===== config.mk =====
export PLATFORM = sky130hd
export DESIGN_NAME = axis_xfer_sequencer
export DESIGN_NICKNAME = d
export VERILOG_FILES = /design/src/rtl/axis_xfer_sequencer.sv
export SDC_FILE = /design/constraint.sdc
export NUM_CORES = 1
export LEC_CHECK = 0
export CAP_MARGIN = 20
export CORE_AREA = 2 2 256 258
export CTS_CLUSTER_DIAMETER = 40
export DETAILED_ROUTE_END_ITERATION = 10
export DIE_AREA = 0 0 258 260
export HOLD_SLACK_MARGIN = 0.08
export PLACE_DENSITY = 0.32
export SLEW_MARGIN = 15
export SYNTH_ARGS = -nofsm -noshare
export SYNTH_HDL_FRONTEND = slang
export SYNTH_SLANG_ARGS = --single-unit
export TNS_END_PERCENT = 50

===== constraint.sdc =====
create_clock -name aclk -period 3.6 [get_ports aclk]
set_clock_uncertainty 0.05 [all_clocks]
set_input_delay 0.72 -clock aclk [delete_from_list [all_inputs] [get_ports aclk]]
set_output_delay 0.72 -clock aclk [all_outputs]
set_load 0.02 [all_outputs]

===== src/rtl/axis_xfer_sequencer.sv =====
`default_nettype none
// ============================================================================
// axis_xfer_sequencer : gates one software-sized AXI4-Stream transfer, forces
//                       tlast and the partial tkeep on its final beat.
// Revision            : 1.0
// ============================================================================
module axis_xfer_sequencer #(
    parameter int C_TDATA_WIDTH = 256,
    parameter int C_SIZE_WIDTH  = 32
) (
    input  logic                       aclk,
    input  logic                       areset,

    input  logic                       ctrl_start,
    input  logic [C_SIZE_WIDTH-1:0]    ctrl_xfer_size_in_bytes,
    output logic                       ctrl_busy,
    output logic                       ctrl_done,
    output logic                       ctrl_err,
    output logic [C_SIZE_WIDTH-1:0]    beat_count,

    input  logic                       s_axis_tvalid,
    output logic                       s_axis_tready,
    input  logic [C_TDATA_WIDTH-1:0]   s_axis_tdata,
    input  logic [C_TDATA_WIDTH/8-1:0] s_axis_tkeep,
    input  logic                       s_axis_tlast,

    output logic                       m_axis_tvalid,
    input  logic                       m_axis_tready,
    output logic [C_TDATA_WIDTH-1:0]   m_axis_tdata,
    output logic [C_TDATA_WIDTH/8-1:0] m_axis_tkeep,
    output logic                       m_axis_tlast
);

    localparam int                      c_BYTES      = C_TDATA_WIDTH / 8;
    localparam int                      c_LOG2_BYTES = $clog2(c_BYTES);
    localparam logic [C_SIZE_WIDTH-1:0] c_REM_MASK   = C_SIZE_WIDTH'(c_BYTES - 1);
    localparam logic [C_SIZE_WIDTH-1:0] c_ONE        = C_SIZE_WIDTH'(1);

    typedef enum logic [1:0] {
        ST_IDLE = 2'd0,
        ST_RUN  = 2'd1,
        ST_DONE = 2'd2
    } state_t;

    state_t                    r_state;
    logic [C_SIZE_WIDTH-1:0]   r_last_idx;
    logic [c_BYTES-1:0]        r_keep_mask;
    logic [C_SIZE_WIDTH-1:0]   r_beat_count;
    logic                      r_busy;
    logic                      r_done;
    logic                      r_err;

    logic                      w_run;
    logic                      w_hs;
    logic                      w_final;
    logic                      w_size_zero;
    logic [C_SIZE_WIDTH-1:0]   w_size_rem;
    logic [C_SIZE_WIDTH-1:0]   w_last_idx;
    logic [c_BYTES-1:0]        w_keep_mask;

    // Index of the final beat, N-1 = floor((S-1)/B); only used when S > 0,
    // so it can never overflow even at the largest size.
    assign w_size_zero = (ctrl_xfer_size_in_bytes == '0);
    assign w_size_rem  = ctrl_xfer_size_in_bytes & c_REM_MASK;
    assign w_last_idx  = (ctrl_xfer_size_in_bytes - c_ONE) >> c_LOG2_BYTES;

    generate
        for (genvar i = 0; i < c_BYTES; i++) begin : g_keep_mask
            assign w_keep_mask[i] = (w_size_rem == '0) || (C_SIZE_WIDTH'(i) < w_size_rem);
        end
    endgenerate

    assign w_run   = (r_state == ST_RUN);
    assign w_hs    = w_run && s_axis_tvalid && m_axis_tready;
    assign w_final = w_run && (r_beat_count == r_last_idx);

    assign m_axis_tvalid = w_run && s_axis_tvalid;
    assign s_axis_tready = w_run && m_axis_tready;
    assign m_axis_tdata  = s_axis_tdata;
    assign m_axis_tkeep  = w_final ? (s_axis_tkeep & r_keep_mask) : s_axis_tkeep;
    assign m_axis_tlast  = w_run && (w_final || s_axis_tlast);

    assign ctrl_busy  = r_busy;
    assign ctrl_done  = r_done;
    assign ctrl_err   = r_err;
    assign beat_count = r_beat_count;

    always_ff @(posedge aclk) begin
        if (areset) begin
            r_state      <= ST_IDLE;
            r_busy       <= 1'b0;
            r_done       <= 1'b0;
            r_err        <= 1'b0;
            r_beat_count <= '0;
            r_last_idx   <= '0;
            r_keep_mask  <= '1;
        end else begin
            case (r_state)
                ST_IDLE: begin
                    if (ctrl_start) begin
                        r_last_idx   <= w_last_idx;
                        r_keep_mask  <= w_keep_mask;
                        r_beat_count <= '0;
                        r_err        <= 1'b0;
                        if (w_size_zero) begin
                            r_state <= ST_DONE;
                            r_done  <= 1'b1;
                        end else begin
                            r_state <= ST_RUN;
                            r_busy  <= 1'b1;
                        end
                    end
                end
                ST_RUN: begin
                    if (w_hs) begin
                        r_beat_count <= r_beat_count + c_ONE;
                        // An upstream tlast ahead of the final beat ends the
                        // transfer but is flagged as an error.
                        if (w_final || s_axis_tlast) begin
                            r_state <= ST_DONE;
                            r_busy  <= 1'b0;
                            r_done  <= 1'b1;
                            if (!w_final) begin
                                r_err <= 1'b1;
                            end
                        end
                    end
                end
                ST_DONE: begin
                    r_done  <= 1'b0;
                    r_state <= ST_IDLE;
                end
                default: begin
                    r_state <= ST_IDLE;
                    r_busy  <= 1'b0;
                    r_done  <= 1'b0;
                end
            endcase
        end
    end

endmodule
`default_nettype wire


* Word level (Yosys, flattened, before mapping)
Index checks and enable logic that the tools add are counted.
** Word-level totals
- Word-level logic and storage cells :: 124
- Bits of input ports :: 326
- Register bits after elaboration :: 96
- Output and inout bits :: 326
** Operators by class
- Bitwise operators :: 2
- $lt $le $gt $ge :: 32
- Equality and inequality tests :: 9
- Mux-type cells :: 24
- Add/sub/neg operators :: 2
- Reductions and logical operators :: 48
** Operator list (count)
- 32-bit two-way mux :: 3
- 5-bit < comparator (first input constant) :: 16
- 32-bit logical NOT :: 2
- 32-bit one-hot mux with 2 select lines :: 1
- 4-bit by 5-bit < comparator with 1-bit output (first input constant) :: 8
- 1-bit logical OR :: 33
- 32-bit by 1-bit adder with 32-bit output (second input constant) :: 1
- 32-bit bitwise AND :: 1
- 32-bit by 27-bit equality test with 1-bit output :: 1
- 32-bit by 1-bit subtractor with 32-bit output (second input constant) :: 1
- 3-bit by 5-bit < comparator with 1-bit output (first input constant) :: 4
- 1-bit two-way mux :: 12
- 1-bit by 5-bit < comparator with 1-bit output (first input constant) :: 2
- 2-bit by 5-bit < comparator with 1-bit output (first input constant) :: 2
- 5-bit AND reduction :: 2
- 2-bit two-way mux :: 4
- 2-bit != test (second input constant) :: 4
- 3-bit AND reduction :: 2
- 1-bit logical AND :: 5
- 2-bit by 1-bit != test with 1-bit output (second input constant) :: 2
- 1-bit one-hot mux with 2 select lines :: 2
- 2-bit one-hot mux with 2 select lines :: 1
- 4-bit AND reduction :: 1
- 1-bit one-hot mux with 3 select lines :: 1
- 6 further kinds :: 6

* Logic depth before layout (Yosys ltp)
Gate-level depths: netlist of the first run.
- Depth in word-level cells :: 6
- Gate-level depth with buffers :: 8

* Worst setup path after synthesis of the first run
No wires, ideal clock.
- Path kind :: reg-to-output
- From :: reg r_beat_count[27], in the netlist beat_count[27]
- To :: out m_axis_tlast
- Setup slack :: 0.365 ns
- Arrival :: 2.465 ns
- Path buffers :: 1
- Cell stages (with the launch flop) :: 7
- Cell sequence :: dfxtp_1 > nor4_1 > nand3_1 > or4_1 > or4_4 > buf_6 > a21boi_0
** Between the ends
- Cells in the longest elaborated chain, start to end :: 4
** Ends and longest elaborated chain
- start, declared :: RTL line 48 : logic [C_SIZE_WIDTH-1:0] r_beat_count;
- start signal, assigned :: RTL line 116 : r_beat_count <= r_beat_count + c_ONE;
- 32-bit by 27-bit equality test with 1-bit output :: RTL line 75 : assign w_final = w_run && (r_beat_count == r_last_idx);
- 1-bit logical AND :: RTL line 75
- 1-bit logical OR :: RTL line 81 : assign m_axis_tlast = w_run && (w_final || s_axis_tlast);
- 1-bit logical AND :: RTL line 81
- end, declared :: RTL line 31 : output logic m_axis_tlast
Every way passes these cells.

* Final worst setup path of the first run
- From :: reg r_beat_count[29], in the netlist beat_count[29]
- To :: out m_axis_tkeep[22]
** Between the ends
- Cells in the longest elaborated chain, start to end :: 3
** Ends and longest elaborated chain
- 32-bit by 27-bit equality test with 1-bit output :: RTL line 75
- 1-bit logical AND :: RTL line 75
- 32-bit two-way mux :: RTL line 80 : assign m_axis_tkeep = w_final ? (s_axis_tkeep & r_keep_mask) : s_axis_tkeep;
- end, declared :: RTL line 30 : output logic [C_TDATA_WIDTH/8-1:0] m_axis_tkeep,
Every way passes these cells.

==> impl_metrics.toml, run 1 <==
[synthesis]
yosysTopAreaCell = "dfxtp_1"
ys_top_cells_by_area = "dfxtp_1 (28%), buf_4 (28%), xnor2_1 (6.7%)"
syn_nets = 1175
ys_types = 50
synth-main-ff-cell = "dfxtp_1"
syn_area_per_cell_um2 = 8.07
synth_edf_count = 0
netlist_area_mm2 = 0.00684
ys_seq_elements = 96
async_reset_ff_frac = 0
yosysSeqAreaShare = 0.281
ys.warnings.count = 0
syn_inst = 848
synth_top_area_frac = 0.281

[min_path]
min_from = "r_keep_mask[7]"
hold_class = "register to register"

[timing]
rsz0062_at_grt = "yes"
setup_viol = 0
period_needed_ns = 3.51
slew-limit-headroom = 0.611
worstMarginPinSlew_ns = 0.584
fin_crit_sh = 0.976
drv_slew = 0
max_freq_ghz = 0.285
hold_viol = 0
fin_ws_ns = 0.0864

[floorplan]
dieArea_mm2 = 0.0671
start_util = 0.107
io_pins = 652
die_x_um = 258
rows = 93
core_mm2 = 0.0641
die_y_um = 260

[finish]
drive_gt1_frac = 0.157
nets = 1080
layout.cells.non_filler = 1613
antennaDiodeCount = 0
fill_cells = 7362
synthToLayoutAreaGrowth_pct = 14.4

[outcome]
status = "finished, final reports clean"

[place]
gp_congestion = 0.700
place_hpwl_um = 21700
pre_cts_slack_ns = 0.0549
place_inst = 1596
buffer_ports.inserted = 139

[route]
routedWlPerCell_um = 16.8
initialDrtViolationCount = 284
vias = 5212
drc_errors = 0
viasPerCell = 3.23
drt_wl_total_um = 27100
ant_nets = 0
first_pass_iters = 4

[clock_network]
cts_tree = "built"
htree_levels = 3
postCtsSetupBuffers = 0
cts_root_buffer = "clkbuf_16"
cts_buffers = 9
clk_latency_ns = 0.36
clockBufferDepth = 2
clk_pin_slew_ns = 0.08
clock-sinks = 96

[power_and_ir_drop]
clkPwrFrac = 0.385
vdd_drop_max_mv = 0.197
p_leak_nw = 2.52
p_switching_mw = 0.764
pwr-share-comb = 0.172
power_mw = 2.64
swShare = 0.289
pwr-share-seq = 0.443
p_int_mw = 1.88
p_per_area_mw_per_mm2 = 338

[job]
drv_cap = 0

[critical_path]
worstPathMaxFanout = 19
end_kind = "output port"
startpoint_type = "register"
r2r-end = "ctrl_err"
startpoint = "beat_count[29]"
reg2reg_slack_ns = 1.02
r2r.worst_path.cells = 7
r2r_start = "beat_count[29]"
required_ns = 2.83
worstPathArrival_ns = 2.74
critPathKind = "register to output port"
critPathCapture = "m_axis_tkeep[22]"

[global_route]
grt_max_degree = 39
grt-ovfl-total = 0
antenna_found_initial = 0
grt_pass1_wl_um = 37600
grtUsageTotal = 0.0778
grt_pass1_vias = 5244
## per-layer routing
layer  routed length (um)  GRT usage  vias up
li1                     -          -     2447
met1                11400     0.0901     2388
met2                12600      0.127      307
met3                 2250     0.0327       68
met4                  717     0.0291        2
met5                   55    0.00641        -
## metrics by stage
step                      setup TNS, ns  hold WS [ns]  utilization  cell area, um2
after floorplan                       0         0.366            -            6840
after global routing           -0.00960         0.429        0.122            7830
after global placement                0         0.399        0.119            7610
final                                 0         0.408        0.122            7830
after CTS                       -0.0944         0.415        0.121            7750
after detailed placement              0         0.400        0.119            7610
## cell type report
class | count | area, um2 | share of cell area
clock buffers | 12 | 236 | 0.0302
multi-input cells | 450 | 2870 | 0.366
well taps | 855 | 1070 | 0.137
inverters | 11 | 41.3 | 0.00527
flip-flops and latches | 96 | 1930 | 0.246
clock inverters | 4 | 53.8 | 0.00687
repair buffers | 185 | 1630 | 0.208
## registers in the layout (all words and copies together), names as in the netlist
name,flops
r_keep_mask,32
ctrl_busy,1
ctrl_done,1
beat_count,32
ctrl_err,1
r_last_idx,27
r_state,2
## synthesized netlist by cell type, types with 6 or more instances
master    count
o21ai_0      14
o211ai_1     12
inv_1        11
nor4_1        6
a21oi_1      18
nor3_1       17
a311oi_1      6
clkbuf_1     27
dfxtp_1      96
nand4_1      15
nand3_1      22
o21a_1       34
nor2_1       83
a211oi_1     22
buf_4       256
xor2_1       16
and3_1        7
or3_1         7
or4_1        12
xnor2_1      52
nand2_1      53
## timing repair
item / 4_1_cts / 5_1_grt
cloned: 0 / 1
resized for setup: 127 / 15
pin swaps: 1 / 3
hold buffers: 0 / 0
setup endpoints to repair: 33 / 33
## worst max-delay path, stage by stage (launching register included)
cell,delay (ns)
dfxtp_1,0.35
nor4_4,0.32
nand3_1,0.11
or4_1,0.53
or4_4,0.50
clkbuf_16,0.24
o21a_1,0.18
buf_2,0.15
## worst min path at each step
stage / to / slack [ns] / depth (start not counted)
6_report: r_keep_mask[7] / 0.41 / 2
3_5_place_dp: r_keep_mask[7] / 0.40 / 2
5_1_grt: r_keep_mask[7] / 0.43 / 2
3_3_place_gp: r_keep_mask[7] / 0.40 / 2
2_1_floorplan: r_keep_mask[0] / 0.37 / 1
4_1_cts: r_keep_mask[7] / 0.42 / 2
## logic make-up after synthesis
kind of cell,after synthesis,synth area share
XOR/XNOR,68,0.0870
AO/OA/AOI/OAI,134,0.142
adder cells (fa/ha/maj),1,0.00183
buffers and inverters,302,0.309
AND/OR/NAND/NOR,247,0.179
flip-flops,96,0.281
## cells in the final DEF (no fill, tap or decap), types with 3 or more instances in the layout
cell	synthesis	final
dfxtp_2	0	6
a211oi_1	22	22
and3_1	7	7
a211o_1	5	5
clkbuf_1	27	3
buf_4	256	43
clkbuf_16	0	10
buf_2	3	31
dfxtp_1	96	90
xor2_1	16	16
nand4_1	15	15
o211ai_1	12	12
o21a_1	34	34
nor4_1	6	5
inv_1	11	11
nor3_1	17	17
a21oi_1	18	18
or4_1	12	12
nand2_1	53	52
or3_1	7	7
a21o_1	3	3
buf_12	0	3
nand3_1	22	22
xnor2_2	0	5
clkdlybuf4s50_1	0	106
and4_1	4	4
and2_1	4	3
o311ai_0	4	4
o21ai_0	14	14
nor2_1	83	83
xnor2_1	52	47
a311oi_1	6	6
nand2b_1	5	5
## power by group through the flow
stage                     logic (mW)  clock network (mW)  registers (mW)
final                          0.454                1.02            1.17
after global routing           0.499                1.11            1.18
after detailed placement       0.477                   0            1.20
after floorplan                0.650                   0            1.18
after CTS                      0.461                1.07            1.18
after global placement         0.478                   0            1.20
(Power assumes the default switching activity.)
==> inputs of run 2 (changes only) <==
--- a/config.mk
+++ b/config.mk
@@ -8,6 +8,7 @@
 export CAP_MARGIN = 20
 export CORE_AREA = 2 2 256 258
 export CTS_CLUSTER_DIAMETER = 40
+export CTS_CLUSTER_SIZE = 8
 export DETAILED_ROUTE_END_ITERATION = 10
 export DIE_AREA = 0 0 258 260
 export HOLD_SLACK_MARGIN = 0.08
==> results of run 2 <==
Same layout as run 1: the final DEF is identical, and so are final timing and power.
==> inputs of run 3 (changes only) <==
--- a/config.mk
+++ b/config.mk
@@ -6,15 +6,17 @@
 export NUM_CORES = 1
 export LEC_CHECK = 0
 export CAP_MARGIN = 20
-export CORE_AREA = 2 2 256 258
+export CELL_PAD_IN_SITES_DETAIL_PLACEMENT = 0
+export CELL_PAD_IN_SITES_GLOBAL_PLACEMENT = 1
+export CORE_AREA = 2 2 252 254
 export CTS_CLUSTER_DIAMETER = 40
 export CTS_CLUSTER_SIZE = 8
 export DETAILED_ROUTE_END_ITERATION = 10
-export DIE_AREA = 0 0 258 260
+export DIE_AREA = 0 0 254 256
 export HOLD_SLACK_MARGIN = 0.08
-export PLACE_DENSITY = 0.32
+export PLACE_DENSITY = 0.47
+export REMOVE_ABC_BUFFERS = 1
 export SLEW_MARGIN = 15
 export SYNTH_ARGS = -nofsm -noshare
 export SYNTH_HDL_FRONTEND = slang
 export SYNTH_SLANG_ARGS = --single-unit
-export TNS_END_PERCENT = 50
==> run 3 against run 2 <==
Compared with the run above: cell area rose by 3.7%; sequential share of layout area fell by 0.74 points; sequential power barely moved; register-to-register slack got worse by 0.13 ns; fmax fell by 2.3%; critical path depth did not move; utilization rose by 0.80 points; non-clock buffer count rose by 4; critical path type unchanged; largest cell class unchanged; highest routed layer unchanged.
==> impl_metrics.toml, run 3 (synthesized netlist as in run 1, its figures left out) <==
[clock_network]
clock-sinks = 96
cts_buffers = 9
clockBufferDepth = 2
cts_tree = "built"
cts_root_buffer = "clkbuf_16"
htree_levels = 3
clk_pin_slew_ns = 0.07
clk_latency_ns = 0.36

[timing]
slew-limit-headroom = 0.342
hold_viol = 0
holdWs_ns = 0.403
fin_crit_sh = 0.998
max_freq_ghz = 0.278
fin_ws_ns = 0.00543
setup_viol = 0
worstMarginPinSlew_ns = 0.988
rsz0062_at_grt = "yes"
drv_slew = 0
period_needed_ns = 3.59
final.setup.tns_ns = 0

[global_route]
grt_pass1_wl_um = 116000
grt-ovfl-total = 0
grt_max_degree = 59
grtUsageTotal = 0.309
grt_pass1_vias = 5654
antenna_found_initial = 12

[floorplan]
io_pins = 652
dieArea_mm2 = 0.0650
die_y_um = 256
rows = 92
core_mm2 = 0.0624
start_util = 0.110
die_x_um = 254

[route]
initialDrtViolationCount = 603
routedWlPerCell_um = 63.8
drt_wl_total_um = 103000
viasPerCell = 3.86
vias = 6223
drc_errors = 0
ant_nets = 0
first_pass_iters = 5

[critical_path]
worstPathMaxFanout = 6
end_kind = "output port"
required_ns = 2.83
startpoint_type = "register"
critPathKind = "register to output port"
worstPathArrival_ns = 2.82

[place]
gp_congestion = 1.34
placed_area_mm2 = 0.00753
place_inst = 1584
buffer_ports.inserted = 139
place_hpwl_um = 96400
pre_cts_slack_ns = -0.327

[power_and_ir_drop]
p_int_mw = 1.84
power_mw = 2.64
vdd_drop_max_mv = 0.195
clkPwrFrac = 0.369
pwr-share-seq = 0.443
p_switching_mw = 0.806
p_per_area_mw_per_mm2 = 325
swShare = 0.305
p_leak_nw = 2.60
pwr-share-comb = 0.188

[finish]
drive_gt1_frac = 0.184
final_area_mm2 = 0.00812
final_core_util = 0.130
final_common_cell = "clkdlybuf4s50_1"
layout_common_cells = "clkdlybuf4s50_1 (106), dfxtp_1 (87), nor2_1 (83)"
nets = 1087
layout.cells.non_filler = 1614
synthToLayoutAreaGrowth_pct = 18.6

[min_path]
hold_class = "register to register"

[outcome]
status = "finished, final reports clean"

[job]
drv_cap = 0
==> run 3: changes by cell type in the layout (fill, tap and decap cells not counted), moves of 4 or more <==
cell	delta
buf_2	-25
buf_4	+6
buf_6	+7
clkdlybuf4s15_2	+16
inv_6	+4
o21a_1	-8
o21a_4	+7
or4_4	+5
==> run 3: what timing repair did <==
| item | 4_1_cts | 5_1_grt |
|---|---|---|
| gates cloned | 4 | 0 |
| hold endpoints to repair | 0 | 0 |
| hold buffers | 0 | 0 |
| pin swaps | 10 | 4 |
| gates resized for setup | 114 | 12 |
| setup endpoints to repair | 33 | 32 |
| setup buffers | 8 | 0 |
==> run 3: per-layer routing <==
layer	up-vias	global-route usage	wire, um
li1	2475	-	-
met1	2605	0.123	14600
met2	923	0.500	46300
met3	172	0.447	31600
met4	48	0.198	8920
met5	-	0.173	1580
==> run 3: cell type report <==
type,count,area [um2]
Tap cell,846,1060
Clock buffer,9,225
Inverter,11,41.3
Fill cell,7238,54300
Clock inverter,7,60.1
Timing Repair Buffer,189,1820
Multi-Input combinational cell,453,2970
Sequential cell,96,1940
Antenna cell,3,7.51
==> run 3: final timing paths <==
| kind | from | to | slack [ns] | cells after the start |
|---|---|---|---|---|
| setup / recovery | beat_count[25] | m_axis_tkeep[5] | 0.005 | 7 |
| hold / removal | r_keep_mask[0] | r_keep_mask[0] | 0.40 | 1 |
| setup reg to reg | beat_count[25] | ctrl_err | 0.89 | 8 |
| hold reg to reg | r_keep_mask[0] | r_keep_mask[0] | 0.40 | 1 |
==> run 3: power by group through the flow <==
stage	registers, mW	clock network (mW)	logic, mW
floorplan	1.18	0	0.214
finish	1.17	0.974	0.496
global placement	1.20	0	0.467
CTS	1.17	1.01	0.498
global route	1.18	1.04	0.534
detailed placement	1.20	0	0.469
==> run 3: worst max-delay path, stage by stage, from the launching register on <==
cell and delay (ns):
dfxtp_4 0.37, xnor2_2 0.15, nand4_1 0.12, or4_4 0.54, or4_4 0.68, buf_12 0.20
o21a_4 0.26, buf_6 0.14
